**src/rtl/t_pulse_gen.sv**
```systemverilog
// Push-button front end for the T flip-flop: synchronizes and debounces the raw button,
// then emits one-cycle toggle pulses on press and, optionally, at an auto-repeat rate.
//
// state  | meaning
// IDLE   | debounced button released, waiting for a press
// HELD   | pressed, hold counter running towards the first repeat pulse
// REPEAT | auto-repeating, period counter running between repeat pulses
module t_pulse_gen #(
  parameter int DEBOUNCE_CYCLES = 4,
  parameter int REPEAT_DELAY    = 16,
  parameter int REPEAT_PERIOD   = 8,
  parameter int CNT_W           = 8
) (
  input  logic             clk,
  input  logic             reset_n,
  input  logic             btn_in,
  input  logic             repeat_en,
  output logic             t_pulse,
  output logic             btn_state,
  output logic [CNT_W-1:0] pulse_count
);

  localparam int DB_W   = (DEBOUNCE_CYCLES > 1) ? $clog2(DEBOUNCE_CYCLES) : 1;
  localparam int HOLD_W = (REPEAT_DELAY > 1) ? $clog2(REPEAT_DELAY) : 1;
  localparam int PER_W  = (REPEAT_PERIOD > 1) ? $clog2(REPEAT_PERIOD) : 1;

  localparam logic [DB_W-1:0]   DB_MAX   = DB_W'(DEBOUNCE_CYCLES - 1);
  localparam logic [HOLD_W-1:0] HOLD_MAX = HOLD_W'(REPEAT_DELAY - 1);
  localparam logic [PER_W-1:0]  PER_MAX  = PER_W'(REPEAT_PERIOD - 1);

  typedef enum logic [1:0] {
    ST_IDLE   = 2'd0,
    ST_HELD   = 2'd1,
    ST_REPEAT = 2'd2
  } state_t;

  logic              r_s1;
  logic              r_s2;
  logic [DB_W-1:0]   r_db_cnt;
  logic              r_btn_state;
  state_t            r_state;
  state_t            w_state_nxt;
  logic [HOLD_W-1:0] r_hold_cnt;
  logic [HOLD_W-1:0] w_hold_nxt;
  logic [PER_W-1:0]  r_per_cnt;
  logic [PER_W-1:0]  w_per_nxt;
  logic              r_t_pulse;
  logic              w_pulse_nxt;
  logic [CNT_W-1:0]  r_pulse_cnt;

  logic              w_db_diff;
  logic              w_db_hit;
  logic              w_btn_nxt;

  always_ff @(posedge clk or negedge reset_n) begin
    if (!reset_n) begin
      r_s1 <= 1'b0;
      r_s2 <= 1'b0;
    end else begin
      r_s1 <= btn_in;
      r_s2 <= r_s1;
    end
  end

  assign w_db_diff = (r_s2 != r_btn_state);
  assign w_db_hit  = (r_db_cnt == DB_MAX);
  // Level the debouncer will hold after this edge; the FSM reacts on the same edge.
  assign w_btn_nxt = (w_db_diff && w_db_hit) ? r_s2 : r_btn_state;

  always_ff @(posedge clk or negedge reset_n) begin
    if (!reset_n) begin
      r_db_cnt    <= '0;
      r_btn_state <= 1'b0;
    end else if (!w_db_diff) begin
      r_db_cnt    <= '0;
    end else if (w_db_hit) begin
      r_db_cnt    <= '0;
      r_btn_state <= r_s2;
    end else begin
      r_db_cnt    <= r_db_cnt + DB_W'(1);
    end
  end

  always_ff @(posedge clk or negedge reset_n) begin
    if (!reset_n) begin
      r_state    <= ST_IDLE;
      r_hold_cnt <= '0;
      r_per_cnt  <= '0;
      r_t_pulse  <= 1'b0;
    end else begin
      r_state    <= w_state_nxt;
      r_hold_cnt <= w_hold_nxt;
      r_per_cnt  <= w_per_nxt;
      r_t_pulse  <= w_pulse_nxt;
    end
  end

  // A pulse due right after another one is held back a cycle (counter frozen) so
  // t_pulse never stays high for two consecutive cycles.
  always_comb begin
    w_state_nxt = r_state;
    w_hold_nxt  = r_hold_cnt;
    w_per_nxt   = r_per_cnt;
    w_pulse_nxt = 1'b0;

    case (r_state)
      ST_IDLE: begin
        if (w_btn_nxt) begin
          w_pulse_nxt = 1'b1;
          w_state_nxt = ST_HELD;
          w_hold_nxt  = '0;
        end
      end

      ST_HELD: begin
        if (!repeat_en) begin
          w_hold_nxt = '0;
        end else if (r_hold_cnt == HOLD_MAX) begin
          if (!r_t_pulse) begin
            w_pulse_nxt = 1'b1;
            w_state_nxt = ST_REPEAT;
            w_per_nxt   = '0;
          end
        end else begin
          w_hold_nxt = r_hold_cnt + HOLD_W'(1);
        end
      end

      ST_REPEAT: begin
        if (!repeat_en) begin
          w_state_nxt = ST_HELD;
          w_hold_nxt  = '0;
        end else if (r_per_cnt == PER_MAX) begin
          if (!r_t_pulse) begin
            w_pulse_nxt = 1'b1;
            w_per_nxt   = '0;
          end
        end else begin
          w_per_nxt = r_per_cnt + PER_W'(1);
        end
      end

      default: begin
        w_state_nxt = ST_IDLE;
        w_hold_nxt  = '0;
        w_per_nxt   = '0;
      end
    endcase

    // Release wins over everything, including a repeat pulse due on this edge.
    if (!w_btn_nxt) begin
      w_state_nxt = ST_IDLE;
      w_hold_nxt  = '0;
      w_per_nxt   = '0;
      w_pulse_nxt = 1'b0;
    end
  end

  always_ff @(posedge clk or negedge reset_n) begin
    if (!reset_n) begin
      r_pulse_cnt <= '0;
    end else if (r_t_pulse) begin
      r_pulse_cnt <= r_pulse_cnt + CNT_W'(1);
    end
  end

  assign t_pulse     = r_t_pulse;
  assign btn_state   = r_btn_state;
  assign pulse_count = r_pulse_cnt;

endmodule

```
**config.mk**
```make
export PLATFORM = sky130hd
export DESIGN_NAME = t_pulse_gen
export DESIGN_NICKNAME = d
export VERILOG_FILES = /design/src/rtl/t_pulse_gen.sv
export SDC_FILE = /design/constraint.sdc
export NUM_CORES = 1
export LEC_CHECK = 0
export ABC_CLOCK_PERIOD_IN_PS = 3900
export BUFFER_PORTS_ARGS = -buffer_cell sky130_fd_sc_hd__buf_2
export CAP_MARGIN = 20
export CORE_UTILIZATION = 60
export DETAILED_ROUTE_END_ITERATION = 6
export PLACE_DENSITY = 0.82
export SYNTH_ARGS = -nofsm -noshare
export SYNTH_HDL_FRONTEND = slang
export SYNTH_SLANG_ARGS = --single-unit
```
**constraint.sdc**
```tcl
create_clock -name clk -period 3.9 [get_ports clk]
set_input_delay 0.39 -clock clk [delete_from_list [all_inputs] [get_ports clk]]
set_output_delay 0.39 -clock clk [all_outputs]
set_load 0.005 [all_outputs]
```
## Word level (Yosys, flattened, before mapping)

Index checks and enable logic that the tools add are counted.

| operators by class | value |
|---|---|
| add/sub/neg operators | 4 |
| eq/ne operators | 13 |
| muxes and demuxes | 28 |
| reductions and logical operators | 6 |

Operators by type and width:

| kind | count |
|---|---|
| 3-bit 2-to-1 mux | 6 |
| 4-bit 2-to-1 mux | 4 |
| 3-bit inequality test (second input constant) | 5 |
| 2-bit 2-to-1 mux | 7 |
| 3-bit one-hot mux with 3 select lines | 1 |
| 8-bit by 1-bit adder with 8-bit output (second input constant) | 1 |
| 4-bit one-hot mux with 2 select lines | 1 |
| 4-bit AND reduction | 2 |
| 1-bit 2-to-1 mux | 7 |
| 2-bit one-hot mux with 3 select lines | 1 |
| 4-bit by 1-bit adder with 4-bit output (second input constant) | 1 |
| 2-bit equality test (second input constant) | 2 |
| 4-bit equality test (second input constant) | 1 |
| 4-bit inequality test (second input constant) | 1 |
| 2-bit AND reduction | 2 |
| 3-bit by 1-bit adder with 3-bit output (second input constant) | 1 |
| 3-bit equality test (second input constant) | 1 |
| 1-bit one-hot mux with 3 select lines | 1 |
| 2-bit by 1-bit adder with 2-bit output (second input constant) | 1 |
| 2-bit by 1-bit equality test with 1-bit output (second input constant) | 1 |
| 2-bit logical NOT | 1 |
| 2-bit inequality test (second input constant) | 1 |
| 1-bit logical AND | 1 |
| 1-bit inequality test | 1 |

| word-level totals | value |
|---|---|
| flip-flop bits (word level) | 23 |
| input port bits | 4 |
| output and inout port bits | 10 |

## Logic depth before layout (Yosys ltp)

Gate-level depths: netlist of the first run.

| depth | value |
|---|---|
| depth in word-level cells | 5 |
| depth in mapped cells | 7 |

## Least setup slack after synthesis of the first run

Ideal clock, no wire load.

| timing | value |
|---|---|
| path kind | reg2reg |
| from | register r_per_cnt[0] |
| to | register r_per_cnt[1] |
| setup time | 0.121 ns |
| arrival time | 1.500 ns |
| setup slack | 2.278 ns |
| cell stages (with the launch flop) | 7 |
| buffers on the path | 0 |
| cell sequence | dfrtp_1 -> ha_1 -> ha_1 -> a21o_1 -> a31oi_1 -> o21ai_0 -> a32o_2 |

| between the ends | value |
|---|---|
| longest elaborated chain between the ends | 5 |
| elaborated cells between the ends (all ways) | 6 |

RTL lines:

| item | line | source |
|---|---|---|
| from (decl) | 45 | `logic [PER_W-1:0] r_per_cnt;` |
| from (signal assigned) | 93 | `r_per_cnt <= w_per_nxt;` |
| 3-bit by 1-bit adder with 3-bit output / 3-bit equality test (equally long branches) | 139, 133 |  |
| 3-bit 2-to-1 mux * | 133 | `end else if (r_per_cnt == PER_MAX) begin` |
| 3-bit 2-to-1 mux * | 130 | `if (!repeat_en) begin` |
| 3-bit one-hot mux with 3 select lines * | 106 | `case (r_state)` |
| 3-bit 2-to-1 mux * | 151 | `if (!w_btn_nxt) begin` |

Mark *: on every way between the ends. The rest lies on a longest branch, timed or not. The select of a mux whose other input is x is not followed.
A chain may end at the register's enable or synchronous reset.

## Final worst setup path of the first run

| timing | value |
|---|---|
| from | register r_state[0] |
| to | register r_per_cnt[2] |

| between the ends | value |
|---|---|
| longest elaborated chain between the ends | 3 |
| elaborated cells between the ends (all ways) | 10 |

RTL lines:

| item | line | source |
|---|---|---|
| from (decl) | 41 | `state_t r_state;` |
| from (signal assigned) | 91 | `r_state <= w_state_nxt;` |
| 2-bit equality test (tied with other cells) | 106 |  |
| 3-bit inequality test (no line) (tied with other cells) | -- |  |
| 4-bit AND reduction (no line) / 3-bit 2-to-1 mux (equally long branches) | -- |  |

Several ways; a longest one is shown, not always the timed one.

==> results of run 1 <==
-- worst max-delay path by stage --
stage / from / endpoint / slack [ns] / depth (start not counted)
3_5_place_dp: r_state[0] / r_per_cnt[2] / 2.06 / 6
3_3_place_gp: r_state[0] / r_per_cnt[2] / 2.12 / 6
2_1_floorplan: r_per_cnt[0] / r_per_cnt[1] / 2.28 / 6
4_1_cts: r_state[0] / r_per_cnt[2] / 2.03 / 6
6_report: r_state[0] / r_per_cnt[2] / 2.01 / 6
5_1_grt: r_state[0] / r_per_cnt[2] / 1.88 / 6
-- worst reg2reg max path: stages, from the launching register on --
cell	delay [ns]
dfrtp_1	0.43
inv_1	0.10
ha_1	0.41
nand2_1	0.18
a2111oi_4	0.36
and3_1	0.22
a22o_1	0.14
-- logic make-up after synthesis --
logic type      share of synthesized area
simple gates                        0.158
compound gates                      0.145
flops                               0.491
buf+inv                            0.0310
fa+ha+maj                          0.0962
xor+xnor                           0.0598
mux                                0.0182
-- metrics by stage --
step	worst slack, ns	util	std cells
finish	2.01	0.719	147
global route	1.88	0.719	147
CTS	2.03	0.719	147
detailed placement	2.06	0.703	143
global placement	2.12	0.703	143
floorplan	2.28	-	108
-- layout by cell type, fill, tap and decap left out, types with 3 or more instances in the layout --
cell and n:
nor3_1 4, a211oi_1 3, inv_1 6, ha_1 9, a21oi_1 5, buf_2 13
nand2_1 9, clkbuf_4 3, xnor2_1 6, nand3_1 4, dfrtp_1 23, nand4_1 3
nor2_1 4, o21ai_0 7
-- synth_stat cells --
master / instances
clkbuf_1: 1
nand2_1: 9
a22o_1: 1
nand2b_1: 1
o21ai_0: 7
and3_2: 1
a2111oi_4: 1
nor2_1: 4
mux2_2: 1
a32o_2: 1
buf_2: 2
nand4_1: 3
a21o_1: 1
and4_1: 1
o221a_2: 1
a31oi_1: 2
ha_1: 9
a21oi_1: 5
xor2_1: 2
and3_1: 2
nor3_1: 4
nand3_1: 4
dfrtp_1: 23
and2_1: 2
inv_1: 6
a211oi_1: 3
xnor2_1: 6
nand3_4: 1
a41oi_1: 1
mux2i_1: 1
nor2b_1: 2
-- power groups by stage --
| stage | combinational, µW | sequential [µW] | clock [µW] |
|---|---|---|---|
| after CTS | 236 | 350 | 113 |
| after global routing | 258 | 361 | 123 |
| final | 237 | 351 | 109 |
| after global placement | 217 | 349 | 0 |
| after floorplan | 157 | 342 | 0 |
| after detailed placement | 232 | 355 | 0 |
-- registers in the layout, indices dropped and copies added, names as in the netlist --
| name | count |
|---|---|
| r_state | 2 |
| r_hold_cnt | 4 |
| t_pulse | 1 |
| r_db_cnt | 2 |
| r_s2 | 1 |
| pulse_count | 8 |
| btn_state | 1 |
| r_s1 | 1 |
| r_per_cnt | 3 |
-- layer usage --
layer	routed length [µm]	share of wire
met4	21	0.0097
met1	1010	0.47
met2	1030	0.48
met5	0	0
met3	91	0.042
-- area by class of cell --
cell class / count / area share
timing repair buffer: 13 / 0.0508
multi-input combinational: 76 / 0.437
sequential: 23 / 0.449
inverter: 6 / 0.0176
clock buffer: 3 / 0.0176
tap: 25 / 0.0244
clock inverter: 1 / 0.00391
==> results.ini, run 1 <==
[outcome]
status=finished clean

[synth]
yosysWarnings=0
seq_area_frac_synth=0.491
ys_top_cells_by_area=dfrtp_1 (49%), ha_1 (9.6%), xnor2_1 (4.5%), o21ai_0 (3.0%), nand2_1 (2.9%)
yosys.area.top_type_share=0.491
synth.largest_area_cell=dfrtp_1
netlist_area_um2=1170
ys_ff_latch=23
synth_cell_type_count=31
syn_nets=121
post_synth.cell_area_avg_um2=10.8
netlist_instances=108

[sta]
slew_viol_final=0
slew_headroom=0.663
setup_viol=0
max_freq_mhz=528
rsz0062_at_grt=false
fin_skew_ns=0.00180
min_period_over_period=0.486
finalHoldViolations=0
tightest_slew_ns=0.505
setup_tns_ns=0
period_needed_ns=1.89
hold_slack_ns=0.0300

[final_layout]
drive_above_1_share=0.189
multi_input_comb_area_um2=559
regArea_um2=576
antenna_cells_inserted=0
n_fill_cell=124
nNetsFinal=136
fin_area_um2=1280
synthToLayoutAreaGrowth_pct=9.40

[global_routing]
grtUsageMet2=0.377
track_usage=0.231
grt_overflow=0
antenna_found_initial=0
gr-max-usage-layer=met2
grt_pass1_vias=827
grt_pass1_wl_mm=3.42
grt_max_degree=24
grt_util_met1=0.283
grt_use_met3=0.0510

[worst_setup_path]
worstPathRequired_ns=4.15
reg2regPathDepth=6
crit_arrival_ns=2.15
r2r-start=r_state[0]
crit_path_end_kind=flop
timing.rr.end=r_per_cnt[2]
critPathSlowestCell=dfrtp_1
r2r_slack_ns=2.01
cp_num_buf_inv=1
path_max_fanout=13
start_kind=flop
crit_type=reg2reg
cpLargestDelayFamily=compound AO/OA/AOI/OAI gates
slowest_delay_ns=0.43
crit_chain=inv_1 -> ha_1 -> nand2_1 -> a2111oi_4 -> and3_1 -> a22o_1

[clock_network]
h-tree-depth=1
cts_root_buffer=clkbuf_4
clk_pin_slew_worst_paths_ns=0.12
tritoncts=done
cts-resized-gates=0
cts_hold_buf=0
cts_sinks=23
cts_buffers=3
cts.path.max_buffers=2
postCtsSetupRepairBufs=0
clk-insertion-delay-late_ns=0.31

[power_and_ir_drop]
power_frac_comb=0.340
p_seq_frac=0.504
p_int_uw=435
vdd_drop_max_uv=412
clkPwrFrac=0.156
power_uw=697
power.switching_uw=262
p_leak_uw=0.000611
power_density_nw_per_um2=544
p_sw_frac=0.376

[drt]
drc=0
vias=846
vias_per_cell=5.76
first_iter_violations=15
wl_per_cell_um=14.7
final_antenna_net_count=0
wl_mm=2.16
first_pass_iters=4

[floorplanning]
dieHeight_um=46.2
die_area_um2=2130
core_um2=1780
start_util=0.657
pin_count=14
die_w_um=46.2
rows=15

[worst_hold_path]
hp-class=in2async

[run]
max_cap_viol_count=0

[placement]
placed_cell_area_um2=1250
hpwl_mm=1.52
gp_congestion=0.884
io_buffer_count=13

Note: power is estimated with default switching activity, not from simulation.
==> inputs of run 2 (changes only) <==
==> config.mk (replaced) <==
export PLATFORM = sky130hd
export DESIGN_NAME = t_pulse_gen
export DESIGN_NICKNAME = d
export VERILOG_FILES = /design/src/rtl/t_pulse_gen.sv
export SDC_FILE = /design/constraint.sdc
export NUM_CORES = 1
export LEC_CHECK = 0
export ABC_CLOCK_PERIOD_IN_PS = 1900
export BUFFER_PORTS_ARGS = -buffer_cell sky130_fd_sc_hd__buf_2
export CAP_MARGIN = 20
export CORE_UTILIZATION = 56
export DETAILED_ROUTE_END_ITERATION = 6
export PLACE_DENSITY = 0.77
export SYNTH_ARGS = -nofsm -noshare
export SYNTH_HDL_FRONTEND = slang
export SYNTH_SLANG_ARGS = --single-unit
==> constraint.sdc (replaced) <==
create_clock -name clk -period 1.9 [get_ports clk]
set_input_delay 0.19 -clock clk [delete_from_list [all_inputs] [get_ports clk]]
set_output_delay 0.19 -clock clk [all_outputs]
set_load 0.005 [all_outputs]
==> run 2 against run 1 <==
  * Sequential share of layout area shrank 1.5 points
  * Clock skew grew 0.00086 ns
  * Sequential power grew 100%
  * Fmax grew 9.1%
  * Core utilization shrank 4.3 points
  * Combinational power grew 110%
  * First-iteration DRC count grew 60%
  * Final cell count grew 4.8%
  * Clock power grew 110%
  * Cell area grew 3.5%
  * Clock-buffer cell count is the same
==> results.ini, run 2 (same netlist as run 1, synthesis figures left out) <==
[outcome]
status=finished clean

[final_layout]
final_common_cell=dfrtp_1
largest_register_ffs=8
final_cell_mix=dfrtp_1 (23), buf_2 (13), nand2_1 (9), ha_1 (9), o21ai_0 (7)
n_fill_cell=171
nNetsFinal=141
antenna_cells_inserted=0
multi_input_comb_area_um2=559
drive_above_1_share=0.205
regArea_um2=576
synthToLayoutAreaGrowth_pct=13.2

[worst_setup_path]
r2r_slack_ns=0.16
start_kind=flop
crit_end=r_per_cnt[1]
path_max_fanout=3
crit_path_start=r_per_cnt[0]
crit_type=reg2reg
timing.rr.end=r_per_cnt[1]
crit_arrival_ns=1.95
r2r-start=r_per_cnt[0]
worstPathRequired_ns=2.11
crit_path_end_kind=flop
reg2regPathDepth=6

[clock_network]
cts-resized-gates=0
postCtsSetupRepairBufs=0
h-tree-depth=1
clk-insertion-delay-late_ns=0.31
cts_hold_buf=2
cts_root_buffer=clkbuf_4
cts_buffers=3
cts.path.max_buffers=2
clk_pin_slew_worst_paths_ns=0.13
cts_sinks=23
tritoncts=done

[worst_hold_path]
hp-class=in2reg

[global_routing]
grt_overflow=0
grt_pass1_wl_mm=3.31
grt_util_met1=0.265
grt_use_met3=0.0340
grt_pass1_vias=816
grtUsageMet2=0.349
gr-max-usage-layer=met2
track_usage=0.207
antenna_found_initial=0
grt_max_degree=24

[power_and_ir_drop]
p_seq_frac=0.495
power.switching_uw=524
vdd_drop_max_uv=677
power_frac_comb=0.347
clkPwrFrac=0.158
p_int_uw=919
p_leak_uw=0.000635
p_sw_frac=0.363
power_density_nw_per_um2=1090

[sta]
finalHoldViolations=0
period_needed_ns=1.74
fin_skew_ns=0.00265
slew_headroom=0.661
tightest_slew_ns=0.509
hold_slack_ns=0.183
fin_ws_ns=0.163
rsz0062_at_grt=false
slew_viol_final=0
max_freq_mhz=576
setup_viol=0
setup_tns_ns=0
min_period_over_period=0.914

[drt]
first_iter_violations=24
drc=0
first_pass_iters=5
final_antenna_net_count=0
vias=894
wl_mm=2.12
wl_per_cell_um=13.7
vias_per_cell=5.81

[floorplanning]
dieHeight_um=47.7
rows=16
die_w_um=47.7
pin_count=14
die_area_um2=2280
start_util=0.597
core_um2=1960

[placement]
io_buffer_count=13
gp_congestion=0.856
hpwl_mm=1.56
dpl_worst_slack_ns=0.180

[run]
max_cap_viol_count=0

run 2: final cells by class:
class                   instances  area share
inverters                       6      0.0170
flip-flops and latches         23       0.434
clock buffers                   3      0.0170
well taps                      27      0.0255
multi-input cells              76       0.422
repair buffers                 18      0.0811
clock inverters                 1     0.00377
run 2: power groups by stage:
stage          clock, µW  sequential [µW]  combinational, µW
5_1_grt              252              739                575
3_3_place_gp           0              719                470
4_1_cts              232              717                501
3_5_place_dp           0              728                494
6_report             228              714                501
2_1_floorplan          0              701                321
run 2: worst min path at each step:
| stage | cells past startpoint | endpoint | startpoint |
|---|---|---|---|
| floorplan | 0 | btn_state | reset_n |
| global placement | 1 | r_hold_cnt[2] | reset_n |
| detailed placement | 1 | r_hold_cnt[2] | reset_n |
| CTS | 3 | r_state[1] | repeat_en |
| global route | 3 | r_state[1] | repeat_en |
| finish | 3 | r_state[1] | repeat_en |
run 2: metrics by stage:
stage | total power, µW | util | std cells | cell area (µm²)
after floorplan | 1020 | - | 108 | 1170
after global placement | 1190 | 0.652 | 148 | 1280
after detailed placement | 1220 | 0.652 | 148 | 1280
after CTS | 1450 | 0.676 | 154 | 1330
after global routing | 1570 | 0.676 | 154 | 1330
final | 1440 | 0.676 | 154 | 1330
run 2: critical path, stage by stage, from the launching register on:
cell     delay (ns)
dfrtp_1        0.42
ha_1           0.21
ha_1           0.23
a21o_1         0.19
a31oi_1        0.14
o21ai_0        0.16
a32o_2         0.29
run 2: layer usage:
metal  routed length (µm)  part of all wire
met2                 1000              0.47
met1                 1020              0.48
met5                    0                 0
met3                   60             0.028
met4                   38             0.018
==> inputs of run 3 (changes only) <==
--- a/config.mk
+++ b/config.mk
@@ -8,9 +8,8 @@
 export ABC_CLOCK_PERIOD_IN_PS = 1900
 export BUFFER_PORTS_ARGS = -buffer_cell sky130_fd_sc_hd__buf_2
 export CAP_MARGIN = 20
-export CORE_UTILIZATION = 56
+export CORE_UTILIZATION = 45
 export DETAILED_ROUTE_END_ITERATION = 6
-export PLACE_DENSITY = 0.77
 export SYNTH_ARGS = -nofsm -noshare
 export SYNTH_HDL_FRONTEND = slang
 export SYNTH_SLANG_ARGS = --single-unit
==> run 3 against run 2 <==
  * Cell area rose by 0.85%
  * Critical path depth did not move
  * Clock power fell by 3%
  * Die area up 23%
  * Worst setup slack lost 0.033 ns
  * Combinational power decreased by 2%
  * Critical endpoint is now r_per_cnt[2]
==> results.ini, run 3 (same netlist as run 1, synthesis figures left out) <==
[power_and_ir_drop]
p_leak_uw=0.000640
power_uw=1430
vdd_drop_max_uv=617
power_density_nw_per_um2=1070

[floorplanning]
dieHeight_um=53.0
die_w_um=53.0
rows=18
die_area_um2=2810
start_util=0.473
core_um2=2480
pin_count=14

[sta]
setup_tns_ns=0
finalHoldViolations=0
max_freq_mhz=565
period_needed_ns=1.77
min_period_over_period=0.931
rsz0062_at_grt=false
setup_viol=0
tightest_slew_ns=0.508
slew_headroom=0.661
fin_skew_ns=0.00500
slew_viol_final=0

[clock_network]
clk-insertion-delay-late_ns=0.31
cts_sinks=23
tritoncts=done
clk_pin_slew_worst_paths_ns=0.13
cts.path.max_buffers=2
cts_buffers=3
postCtsSetupRepairBufs=0
cts_root_buffer=clkbuf_4
h-tree-depth=1

[drt]
vias_per_cell=5.28
final_antenna_net_count=0
first_pass_iters=4
first_iter_violations=9
wl_per_cell_um=12.9
drc=0
wl_mm=2.04
vias=834

[worst_hold_path]
min_from=repeat_en
hold_depth=3
hold_end=r_state[1]
hp-class=in2reg

[worst_setup_path]
critPathSlowestCell=dfrtp_1
slowest_delay_ns=0.44
crit_chain=inv_1 -> ha_1 -> nand2_1 -> a2111oi_4 -> and3_1 -> a22o_1
cp_num_buf_inv=1
r2r_slack_ns=0.13
path_max_fanout=8
crit_path_end_kind=flop
cpLargestDelayFamily=compound AO/OA/AOI/OAI gates
r2r-start=r_state[0]
crit_arrival_ns=2.02
reg2regPathDepth=6
timing.rr.end=r_per_cnt[2]
start_kind=flop
crit_type=reg2reg
worstPathRequired_ns=2.15

[final_layout]
largest_register_ffs=8
multi_input_comb_area_um2=559
n_fill_cell=248
synthToLayoutAreaGrowth_pct=14.2
nNetsFinal=142
final_common_cell=dfrtp_1
regArea_um2=576
final_cell_mix=dfrtp_1 (23), buf_2 (13), nand2_1 (9), ha_1 (9), o21ai_0 (7)
antenna_cells_inserted=0
drive_above_1_share=0.211

[outcome]
status=finished clean

[global_routing]
grt_pass1_wl_mm=3.35
grt_overflow=0
grt_pass1_vias=753
antenna_found_initial=0
track_usage=0.166
grt_max_degree=24

[placement]
gp_congestion=0.871
hpwl_mm=1.55
io_buffer_count=13

[run]
max_cap_viol_count=0

==> run 3: timing repair <==
item,4_1_cts,5_1_grt
endpoints found under the hold margin,24,0
hold buffers,2,0
gates resized for setup,0,0
==> run 3: final cells by class <==
cell class | count | share of cell area
clock buffers | 3 | 0.0168
repair buffers | 19 | 0.0861
multi-input cells | 76 | 0.418
flip-flops and latches | 23 | 0.430
clock inverters | 1 | 0.00374
well taps | 30 | 0.0281
inverters | 6 | 0.0168
==> run 3: where the power goes <==
part	switching [µW]	total (µW)	leakage, µW	internal, µW
combinational	252	492	0.000322	240
sequential	120	719	0.000300	598
clock	144	222	0.0000177	78.5
total	516	1430	0.000640	917
==> run 3: worst min-delay path: cells and delay by family <==
| family | cells | cell delay (ns) |
|---|---|---|
| buffers and inverters | 1 | 0.13 |
| AND/OR/NAND/NOR | 1 | 0.08 |
| AO/OA/AOI/OAI | 1 | 0.06 |
==> run 3: layer usage <==
| layer | track usage | wire length [µm] |
|---|---|---|
| met1 | 0.223 | 996 |
| met2 | 0.272 | 981 |
| met3 | 0.0431 | 46 |
| met4 | 0.0263 | 15 |
| met5 | 0 | 0 |
==> run 3: worst max-delay path by stage <==
stage	start	to	slack, ns	depth (start not counted)
4_1_cts	r_state[0]	r_per_cnt[2]	0.13	6
3_3_place_gp	r_state[0]	r_per_cnt[2]	0.16	6
3_5_place_dp	r_state[0]	r_per_cnt[2]	0.15	6
5_1_grt	r_state[0]	r_per_cnt[2]	0.02	6
6_report	r_state[0]	r_per_cnt[2]	0.13	6
2_1_floorplan	r_per_cnt[0]	r_per_cnt[1]	0.28	6
==> run 3: stage by stage <==
stage               cells   util  hold slack (ns)  instance area (µm²)  setup WS, ns
global placement      152  0.521            0.192                 1290         0.156
global route          158  0.540            0.191                 1340        0.0194
floorplan             108      -           -0.106                 1170         0.278
finish                158  0.540            0.180                 1340         0.131
detailed placement    152  0.521            0.192                 1290         0.151
CTS                   158  0.540            0.171                 1340         0.127
